===== config.mk =====
export PLATFORM = sky130hd
export DESIGN_NAME = ae18_stack
export DESIGN_NICKNAME = d
export VERILOG_FILES = /design/src/rtl/ae18_pkg.sv /design/src/rtl/ae18_sram.sv /design/src/rtl/ae18_stack.sv
export SDC_FILE = /design/constraint.sdc
export NUM_CORES = 1
export LEC_CHECK = 0
export CAP_MARGIN = 30
export CORE_MARGIN = 3
export CORE_UTILIZATION = 55
export DETAILED_ROUTE_END_ITERATION = 6
export PLACE_DENSITY = 0.72
export SYNTH_ARGS = -nofsm -noshare
export SYNTH_HDL_FRONTEND = slang
export SYNTH_HIERARCHICAL = 1
export SYNTH_SLANG_ARGS = --single-unit

===== constraint.sdc =====
create_clock -name clk -period 4.5 [get_ports clk]
set_input_delay 0.9 -clock clk [delete_from_list [all_inputs] [get_ports clk]]
set_output_delay 0.9 -clock clk [all_outputs]
set_load 0.05 [all_outputs]

===== src/rtl/ae18_pkg.sv =====
// Shared ae18 definitions: stack controller state encodings.
package ae18_pkg;

   localparam logic [0:0] AE18_ST_IDLE  = 1'b0;
   localparam logic [0:0] AE18_ST_POPRD = 1'b1;

   typedef enum logic [0:0] {
      StIdle  = AE18_ST_IDLE,
      StPopRd = AE18_ST_POPRD
   } ae18_stack_state_e;

endpackage : ae18_pkg


===== src/rtl/ae18_sram.sv =====
// Simple dual-port RAM: synchronous write, registered read address.
module ae18_sram
   import ae18_pkg::*;
#(
   parameter int unsigned ISIZ = 21,
   parameter int unsigned SSIZ = 5
) (
   input  logic            clk,
   input  logic            i_we,
   input  logic [SSIZ-1:0] i_waddr,
   input  logic [ISIZ-1:0] i_wdata,
   input  logic            i_re,
   input  logic [SSIZ-1:0] i_raddr,
   output logic [ISIZ-1:0] o_rdata
);

   localparam int unsigned DEPTH = 1 << SSIZ;

   logic [ISIZ-1:0] r_mem [DEPTH];
   logic [SSIZ-1:0] r_raddr;

   // Storage and read-address register; contents are intentionally not reset.
   always_ff @(posedge clk) begin
      if (i_we) begin
         r_mem[i_waddr] <= i_wdata;
      end
      if (i_re) begin
         r_raddr <= i_raddr;
      end
   end

   assign o_rdata = r_mem[r_raddr];

endmodule : ae18_sram


===== src/rtl/ae18_stack.sv =====
// Hardware stack: TOS kept in a register, deeper entries in ae18_sram.
module ae18_stack
   import ae18_pkg::*;
#(
   parameter int unsigned ISIZ = 21,
   parameter int unsigned SSIZ = 5
) (
   input  logic            clk,
   input  logic            rst_n,
   input  logic            push,
   input  logic            pop,
   input  logic [ISIZ-1:0] din,
   input  logic            clr,
   output logic [ISIZ-1:0] tos,
   output logic            ready,
   output logic [SSIZ:0]   level,
   output logic            full,
   output logic            empty,
   output logic            ovf,
   output logic            unf
);

   localparam int unsigned   DEPTH    = 1 << SSIZ;
   localparam logic [SSIZ:0] LVL_FULL = (SSIZ + 1)'(DEPTH);
   localparam logic [SSIZ:0] LVL_ONE  = (SSIZ + 1)'(1);
   localparam logic [SSIZ:0] LVL_TWO  = (SSIZ + 1)'(2);

   ae18_stack_state_e r_state, w_state_nxt;
   logic [ISIZ-1:0]   r_tos, w_tos_nxt;
   logic [SSIZ:0]     r_level, w_level_nxt;
   logic              r_ovf, r_unf;
   logic              w_ovf_evt, w_unf_evt;
   logic              w_full, w_empty;
   logic [SSIZ:0]     w_lvl_m1, w_lvl_m2;
   logic              w_we, w_re;
   logic [ISIZ-1:0]   w_rdata;

   assign w_full   = (r_level == LVL_FULL);
   assign w_empty  = (r_level == '0);
   assign w_lvl_m1 = r_level - LVL_ONE;
   assign w_lvl_m2 = r_level - LVL_TWO;

   // RAM holds entries below TOS; old TOS spills to level-1, refill reads level-2.
   ae18_sram #(
      .ISIZ (ISIZ),
      .SSIZ (SSIZ)
   ) u_sram (
      .clk     (clk),
      .i_we    (w_we),
      .i_waddr (w_lvl_m1[SSIZ-1:0]),
      .i_wdata (r_tos),
      .i_re    (w_re),
      .i_raddr (w_lvl_m2[SSIZ-1:0]),
      .o_rdata (w_rdata)
   );

   // Next-state decode for push/pop; requests are ignored outside IDLE.
   always_comb begin
      w_state_nxt = r_state;
      w_tos_nxt   = r_tos;
      w_level_nxt = r_level;
      w_ovf_evt   = 1'b0;
      w_unf_evt   = 1'b0;
      w_we        = 1'b0;
      w_re        = 1'b0;
      case (r_state)
         StIdle: begin
            if (push && !pop) begin
               if (w_full) begin
                  w_ovf_evt = 1'b1;
               end else begin
                  w_we        = !w_empty;
                  w_tos_nxt   = din;
                  w_level_nxt = r_level + LVL_ONE;
               end
            end else if (pop && !push) begin
               if (r_level >= LVL_TWO) begin
                  w_re        = 1'b1;
                  w_level_nxt = w_lvl_m1;
                  w_state_nxt = StPopRd;
               end else if (r_level == LVL_ONE) begin
                  w_tos_nxt   = '0;
                  w_level_nxt = '0;
               end else begin
                  w_unf_evt = 1'b1;
               end
            end else if (push && pop) begin
               // Replace TOS in place; on empty this degenerates to a push plus underflow.
               w_tos_nxt = din;
               if (w_empty) begin
                  w_level_nxt = LVL_ONE;
                  w_unf_evt   = 1'b1;
               end
            end
         end
         StPopRd: begin
            w_tos_nxt   = w_rdata;
            w_state_nxt = StIdle;
         end
         default: begin
            w_state_nxt = StIdle;
         end
      endcase
   end

   // State, TOS, level and sticky flags; a same-cycle event beats clr.
   always_ff @(posedge clk or negedge rst_n) begin
      if (!rst_n) begin
         r_state <= StIdle;
         r_tos   <= '0;
         r_level <= '0;
         r_ovf   <= 1'b0;
         r_unf   <= 1'b0;
      end else begin
         r_state <= w_state_nxt;
         r_tos   <= w_tos_nxt;
         r_level <= w_level_nxt;
         r_ovf   <= (r_ovf & ~clr) | w_ovf_evt;
         r_unf   <= (r_unf & ~clr) | w_unf_evt;
      end
   end

   assign tos   = r_tos;
   assign ready = (r_state == StIdle);
   assign level = r_level;
   assign full  = w_full;
   assign empty = w_empty;
   assign ovf   = r_ovf;
   assign unf   = r_unf;

endmodule : ae18_stack


* Word level (Yosys, flattened, before mapping)
Memory sizes are Yosys's and may differ from the RTL's. A register that Yosys moved wholly into a read port is not among the register bits. Cells that the tools add are included.
Storage, ports and cells: RAM bits 672, output and inout port bits 32, bits in latches 0, bits in read-only memories 0, memories 1, word-level logic and storage cells 71, input port bits 26, flip-flop bits (word level) 35
Cells by class: reduce and logical (&&, ||, !) cells 11, equality and inequality tests 8, $lt $le $gt $ge 1, add/subtract/negate cells 3, $mul 0, divide/modulo/power cells 0, shift operators 0, muxes and demuxes 35, bitwise operators 6
Memory list:
- u_sram.r_mem | words 32, bits a word 21, read ports 1, clocked after memory_dff 1, wr ports 1, RTL line ae18_sram.sv:19 | logic [ISIZ-1:0] r_mem [DEPTH];
Operators by type and width (number):
- $mux W21 | 6
- $mux W6 | 7
- $pmux W21 S2 | 1
- $mux W1 | 19
- $add A6 B1 Y6 const B | 1
- $eq A6 B1 Y1 const B | 1
- $eq A6 B6 Y1 const B | 1
- $ge A6 B2 Y1 const B | 1
- $logic_not A6 Y1 | 1
- $reduce_bool A3 Y1 | 2
- $sub A6 B1 Y6 const B | 1
- $mux W5 | 1
- $reduce_and A5 Y1 | 1
- $sub A5 B2 Y5 const B | 1
- $ne A4 B1 Y1 const B | 1
- $ne A4 B2 Y1 const B | 1
- $ne A4 B3 Y1 const B | 1
- $ne A4 B4 Y1 const B | 1
- $reduce_and A4 Y1 | 1
- $logic_and A1 B1 Y1 | 3
- $logic_not A1 Y1 | 3
- $ne A3 B3 Y1 const B | 1
- $and A1 B1 Y1 | 2
- $ne A2 B2 Y1 const B | 1
- other kinds (3) | 5

* Depth between registers and ports, before layout
Gate-level depths: netlist (run 1).
depth after elaboration 7, mapped depth 11, mapped depth without buffers 8

* Cells and area by module
The synthesis (run 1) kept the hierarchy.
Modules (own cells, without submodules):
- ae18_sram | instances 1, cells an instance 1475, area each 26638.0 um2, seq. area each 20429.6 um2
- ae18_stack | instances 1, cells an instance 222, area each 1956.9 um2, seq. area each 750.7 um2

* Worst setup path before layout (run 1)
OpenSTA, ideal clock, no wires.
path type flip-flop to flip-flop, start reg r_level[1] (netlist: level[1]), end mem u_sram.r_mem[28][0] (enable), path buffers 1, stages on the path, launching flop included 8, arrival 3.237 ns, period minus slack after synthesis 3.636 ns, setup slack 0.864 ns, library setup time 0.399 ns, data required time 4.101 ns, cells stage by stage dfrtp_1 > inv_1 > ha_1 > nor4b_2 > nor3_1 > or3b_2 > clkbuf_1 > nor2_1
Between the ends: word-level cells in the longest chain between the ends 7, elaborated cells on any way between the ends 9, classes of those cells add/sub (1); eq/ne (1); mux (5); reduce/logical (2)
RTL lines:
- start, declared | RTL line ae18_stack.sv:30 | logic [SSIZ:0] r_level, w_level_nxt;
- start signal, assigned | RTL line ae18_stack.sv:117 | r_level <= w_level_nxt;
- $logic_not A6 Y1 | RTL line ae18_stack.sv:39 | assign w_empty = (r_level == '0);
- $logic_not A1 Y1 | RTL line ae18_stack.sv:72 | w_we = !w_empty;
- $mux W1 * | RTL line ae18_stack.sv:69 | if (w_full) begin
- $mux W1 * | RTL line ae18_stack.sv:68 | if (push && !pop) begin
- $mux W1 * | RTL line ae18_stack.sv:66 | case (r_state)
- via w_we | RTL line ae18_stack.sv:35 | logic w_we, w_re;
- $mux W1 * | RTL line ae18_sram.sv:24 | if (i_we) begin
- $mux W1 (implied by the code) * | RTL line ae18_sram.sv:25 | r_mem[i_waddr] <= i_wdata;
- end, declared | RTL line ae18_sram.sv:19
Mark *: on every way through the listed nets, which the timed path passes. The rest lies on a longest branch.

* Final worst setup path (run 1)
start reg r_level[0] (netlist: level[0]), end out empty
Between the ends: word-level cells in the longest chain between the ends 1
RTL lines:
- $logic_not A6 Y1 | RTL line ae18_stack.sv:39
- end, declared | RTL line ae18_stack.sv:18 | output logic empty,
No other way between the ends.

==> run metrics, run 1 <==
status=finished clean; clock skew=0.0191 ns; Cell variety after synth=53; CTS root buffer=clkbuf_16; Comb pwr share=roughly a third; Clock Power Share=a little over a quarter; 1st-pass router iterations=6; Post-Synthesis Cells=1697; RSZ-0062 raised after global routing=false; crit path time final=3.94 ns; VDD IR max=0.929 mV; Worst Tran Pin Value=1.09 ns; Max-slew headroom=26.6%; area of the die=around 0.055 mm²; top cell type's share of synthesized area=71.1%; yosys warns=6; Crit Path Max Fanout=10; Worst path slowest cell=clkdlybuf4s50_1; Cell Pwr Density=687 mW/mm²; aggregate global-route resource usage=27.0%; port buffer count=57; Switching Fraction=36.5%; most common cell in the synthesized netlist=edfxtp_1; Worst EP required=3.60 ns; dpl hpwl=45800 µm; LEAKAGE=11.5 nW; vias in the first global route=15.2k; Vias/cell=~6.3; initial DRC count=2264; ys async rst share=around 4.2%; DRC viols=0; r2r worst-path depth=7; final worst path period share=approximately 88%; initial core utilization=56.3%; final hold viol count=0; Yosys reg bits=between 700 and 800; Post-Syn Nets=1731; dominant synthesized flop cell=edfxtp_1; antenna violations before repair=2; largest area contributor in the netlist=edfxtp_1; area of the core=0.0508 mm²; grt met3 use=5.28%; # fillers=3554; CTS tree=yes; Psw=8.15 mW; H-tree levels=3; Clk pin slew, worst setup/hold paths=0.06 ns; Post-CTS Setup Inserts=0; Remaining Overflow, GRT=0; largest net degree at the start of global routing=74; Site Rows=82; Synth Cell Area=0.0286 mm²; Worst setup SP type=flip-flop; first-pass GRT wire length=104000 µm; CTS hold repair buffers=0; IO Pins=slightly below 60; Int Power=14.2 mW; PostCTS Resize Cnt=0; post-route ant nets=0; Area Overhead vs Synth=13.5%; Core Util, Final=63.9%; WL final=73400 µm; Worst-Skew Late Latency=~0.6 ns; Slew Viols, Final=0; routed wire length per instance=between 20 and 30 µm; Setup Total Neg Slack=0 ns; worst-path cell chain=inv_1 > ha_1 > or4b_4 > nor2_1 > clkdlybuf4s50_1; die height=234 µm; Worst Hold Class=flip-flop to flip-flop; hold path cells=1; CTS Buf Count=72; CP Class=flip-flop to output port; global placement routability congestion=between 0.8 and 0.9; final net count=1844; Setup violations, final=0; FMAX=between 200 and 300 MHz; Max clock buf depth=3; Flop pwr share=about two fifths; commonest cells in the netlist=677 x edfxtp_1, 336 x mux2i_1, 93 x nand2_1; Setup crit end kind=output port; Syn Area/Cell=16.9 µm²; die width=~230 µm; Max Cap Violations=0; top cells by area, synth=edfxtp_1 71%, mux2i_1 12%, dfrtp_1 2.6%, a22oi_1 2.2%, a22o_1 1.3%; GRT met1 Usage=39.1%; layout cells sized above 1=14.1%; via count=between 15k and 20k; slowest stage delay, CP=0.83 ns; CTS Sinks=712; Worst Path Arrival=approximately 3.0 ns; number of synthesized flops with an enable pin=677; Global Route met2 Usage=about two fifths; GR peak layer=met2; register area share after synthesis=74.1%
==> cell type report <==
cell class / instances / area, µm² / area share [%]
clock buffer: 89 / 1960 / 6.04
sequential: 712 / 21200 / 65.3
tap: 672 / 841 / 2.59
multi-input combinational: 873 / 6790 / 20.9
inverter: 11 / 41.3 / 0.127
clock inverter: 40 / 352 / 1.08
timing repair buffer: 140 / 1270 / 3.91
antenna: 1 / 2.50 / 0.00771
==> worst max-delay path, delay by kind of cell (launching register included) <==
family | cells | cell delay (ns)
buffers and inverters | 2 | 1.11
and+or+nand+nor | 2 | 0.64
DFF | 1 | 0.49
adders and majority gates | 1 | 0.23
==> layer usage <==
| layer | vias to the layer above | part of all wire, % |
|---|---|---|
| met5 | - | 0.015 |
| met4 | 2 | 3.5 |
| met3 | 128 | 9.4 |
| met2 | 944 | 46 |
| met1 | 8057 | 41 |
| li1 | 6911 | - |
==> logic make-up (layout without fill, tap and decap cells) <==
family / Yosys count / in the layout / share of synthesized area (%)
xor gates and xnor gates: 5 / 5 / 0.153
DFF: 712 / 712 / 74.1
and+or+nand+nor: 256 / 256 / 4.25
adders and majority gates: 8 / 8 / 0.350
AOI/OAI and AO/OA: 242 / 242 / 5.84
muxes: 362 / 362 / 12.8
other: 0 / 1 / 0
buffers and inverters: 112 / 280 / 2.55
==> power by group through the flow <==
stage               clock network [mW]  logic, mW  registers (mW)
CTS                               5.89       7.25            9.14
detailed placement                   0       7.22            9.28
floorplan                            0       3.79            9.66
global placement                     0       7.12            9.26
global route                      6.15       7.62            9.18
finish                            5.82       7.35            9.14
==> sequential cells by signal, summed over array words and instances, names as in the netlist, named ones only <==
| name | flops |
|---|---|
| r_state | 1 |
| ovf | 1 |
| level | 6 |
| unf | 1 |
| tos | 21 |
| u_sram/r_raddr | 5 |
| u_sram/r_mem | 672 |
==> stage by stage <==
step / worst slack [ns] / cell area [µm²] / power, mW / hold WS (ns) / instances
3_3_place_gp: 0.736 / 30100 / 16.4 / 0.453 / 2408
2_1_floorplan: 0.864 / 28600 / 13.5 / 0.449 / 1697
4_1_cts: 0.533 / 32400 / 22.3 / 0.473 / 2537
6_report: 0.557 / 32400 / 22.3 / 0.471 / 2538
5_1_grt: 0.404 / 32400 / 23.0 / 0.501 / 2537
3_5_place_dp: 0.643 / 30100 / 16.5 / 0.459 / 2408
==> final timing paths <==
path                              startpoint                    to  slack (ns)
max in group asynchronous              rst_n               tos[14]        3.41
min reg2reg                u_sram/r_raddr[0]             flip-flop        0.47
max                                 level[0]                 empty        0.56
max reg2reg                         level[2]  u_sram/r_mem[10][17]        1.08
min in group asynchronous              rst_n               tos[20]        0.74
min                        u_sram/r_raddr[0]             flip-flop        0.47
==> placed cells by master, fill, tap and decap left out, types with 8 or more instances in the layout <==
cell type and n:
nand3_1 47, nor2_2 32, dfrtp_1 26, clkinv_1 12
o21ai_0 29, nor2_1 9, a21oi_1 50, nand4_1 21
a31oi_1 23, buf_4 77, a22o_1 42, clkbuf_16 76
edfxtp_1 677, mux2i_1 336, clkdlybuf4s50_1 57, clkbuf_1 12
ha_1 8, inv_1 11, nor3_1 26, clkinv_2 12
nand2_1 93, a22oi_1 84, mux2_2 22
Power figures use the tool's default switching activity.
==> inputs of run 2 (changes only) <==
--- a/config.mk
+++ b/config.mk
@@ -6,10 +6,11 @@
 export NUM_CORES = 1
 export LEC_CHECK = 0
 export CAP_MARGIN = 30
-export CORE_MARGIN = 3
+export CORE_MARGIN = 10
 export CORE_UTILIZATION = 55
+export CTS_BUF_LIST = sky130_fd_sc_hd__clkbuf_8
 export DETAILED_ROUTE_END_ITERATION = 6
-export PLACE_DENSITY = 0.72
+export PLACE_DENSITY = 0.79
 export SYNTH_ARGS = -nofsm -noshare
 export SYNTH_HDL_FRONTEND = slang
 export SYNTH_HIERARCHICAL = 1
==> run metrics, run 2 (synthesis results as in run 1) <==
Core Util, Final=62.6%; status=finished clean; Worst path slowest cell=clkdlybuf4s50_1; port buffer count=57; die height=248 µm; antenna violations before repair=5; final worst path period share=89.2%; Worst-Skew Late Latency=0.71 ns; DRC viols=0; Site Rows=between 80 and 90; initial core utilization=55.6%; initial DRC count=2398; Largest register FFs=672; Setup crit end kind=output port; post-route ant nets=0; Vias/cell=about 6.3; final hold viol count=0; Crit Path Max Fanout=8; Max clock buf depth=3; routed wire length per instance=around 28 µm; clock skew=about 0.032 ns; Clock Power Share=between 20% and 30%; Clk pin slew, worst setup/hold paths=0.06 ns; Comb pwr share=33.3%; commonest non-fill, non-tap cell in the layout=edfxtp_1; 1st-pass router iterations=5; Cell Pwr Density=about 660 mW/mm²; Remaining Overflow, GRT=0; CTS root buffer=clkbuf_8; die width=between 200 and 250 µm; Int Power=about 13 mW; area of the core=about 0.051 mm²; hold slack=0.487 ns; Flop pwr share=43.5%; Area Overhead vs Synth=12.5%; final net count=1879; fin area=about 0.032 mm²; aggregate global-route resource usage=24.0%; Post-CTS Setup Inserts=0; Placed Area=0.0301 mm²; Setup Total Neg Slack=0 ns; Biggest register=u_sram/r_mem; global placement routability congestion=0.937; LEAKAGE=11.6 nW; Slew Viols, Final=0; CP Class=flip-flop to output port; RSZ-0062 raised after global routing=false; area of the die=0.0615 mm²; largest net degree at the start of global routing=between 90 and 100; H-tree levels=3; worst-path cell chain=inv_1 > ha_1 > or4b_4 > nor2_1 > clkdlybuf4s50_1; slowest stage delay, CP=0.83 ns; FMAX=between 200 and 250 MHz; Worst setup SP type=flip-flop; CTS Buf Count=110; VDD IR max=0.571 mV; CTS hold repair buffers=0; Setup violations, final=0; R2R setup slack=0.94 ns; CTS tree=yes; via count=about 17k; Max-slew headroom=25.8%; Max Cap Violations=0; WL final=74500 µm; first-pass GRT wire length=106000 µm; Worst Hold Class=flip-flop to flip-flop; IO Pins=58; vias in the first global route=16.0k; most frequent cells in the layout=677 x edfxtp_1, 336 x mux2i_1, 121 x clkbuf_8; WP buf/inv=2; layout cells sized above 1=15.7%; Worst Path Arrival=3.11 ns; PostCTS Resize Cnt=0; Worst EP required=~3.6 ns; Switching Fraction=between 30% and 40%; Psw=8.12 mW; CTS Sinks=712; cell family with most CP delay=buffers and inverters; dpl hpwl=45700 µm; Worst Tran Pin Value=1.11 ns; crit path time final=between 4 and 5 ns
run 2: cell types whose count changed in the layout (fill, tap and decap cells not counted), sizes merged:
| cell | previous run | this run |
|---|---|---|
| inv | 13 | 60 |
| clkinv | 27 | 31 |
| buf | 83 | 80 |
| clkbuf | 89 | 121 |
| clkinvlp | 6 | 1 |
| bufinv | 5 | 1 |
| diode | 1 | 2 |
run 2: through the flow:
| stage | setup WS (ns) | std cells | power (mW) |
|---|---|---|---|
| 6_report | 0.487 | 2618 | 21.4 |
| 5_1_grt | 0.322 | 2617 | 22.0 |
| 4_1_cts | 0.452 | 2616 | 21.3 |
| 3_5_place_dp | 0.617 | 2413 | 16.4 |
| 3_3_place_gp | 0.726 | 2413 | 16.2 |
| 2_1_floorplan | 0.864 | 1697 | 13.5 |
run 2: final timing paths:
path / cells after the start / startpoint / endpoint
min in group asynchronous: 2 / rst_n / tos[4]
max in group asynchronous: 2 / rst_n / tos[16]
worst max register to register: 7 / level[2] / u_sram/r_mem[28][0]
worst min-delay path: 1 / u_sram/r_raddr[1] / flip-flop
worst max-delay path: 5 / level[1] / empty
worst min register to register: 1 / u_sram/r_raddr[1] / flip-flop
run 2: power groups by stage:
stage          Clock, mW  Sequential, mW  Combinational (mW)
5_1_grt             5.33            9.33                7.35
6_report            4.96            9.30                7.13
3_5_place_dp           0            9.43                6.93
3_3_place_gp           0            9.39                6.82
4_1_cts             5.03            9.29                6.96
2_1_floorplan          0            9.66                3.79
run 2: layer usage:
metal  GRT usage [%]  up-vias  wire length, µm
met5               0        -               13
met4            9.27        2             2680
met3            6.33      185             9090
met2            38.4     1130            35400
met1            31.2     8193            27400
li1                -     6997                -
run 2: area by class of cell:
class                      count  area, µm²
inverter                      11       41.3
multi-input combinational    873       6790
clock inverter                82        385
fill                        3582      19200
sequential                   712      21200
antenna                        2       5.00
tap                          680        851
clock buffer                 121       1670
timing repair buffer         137       1250
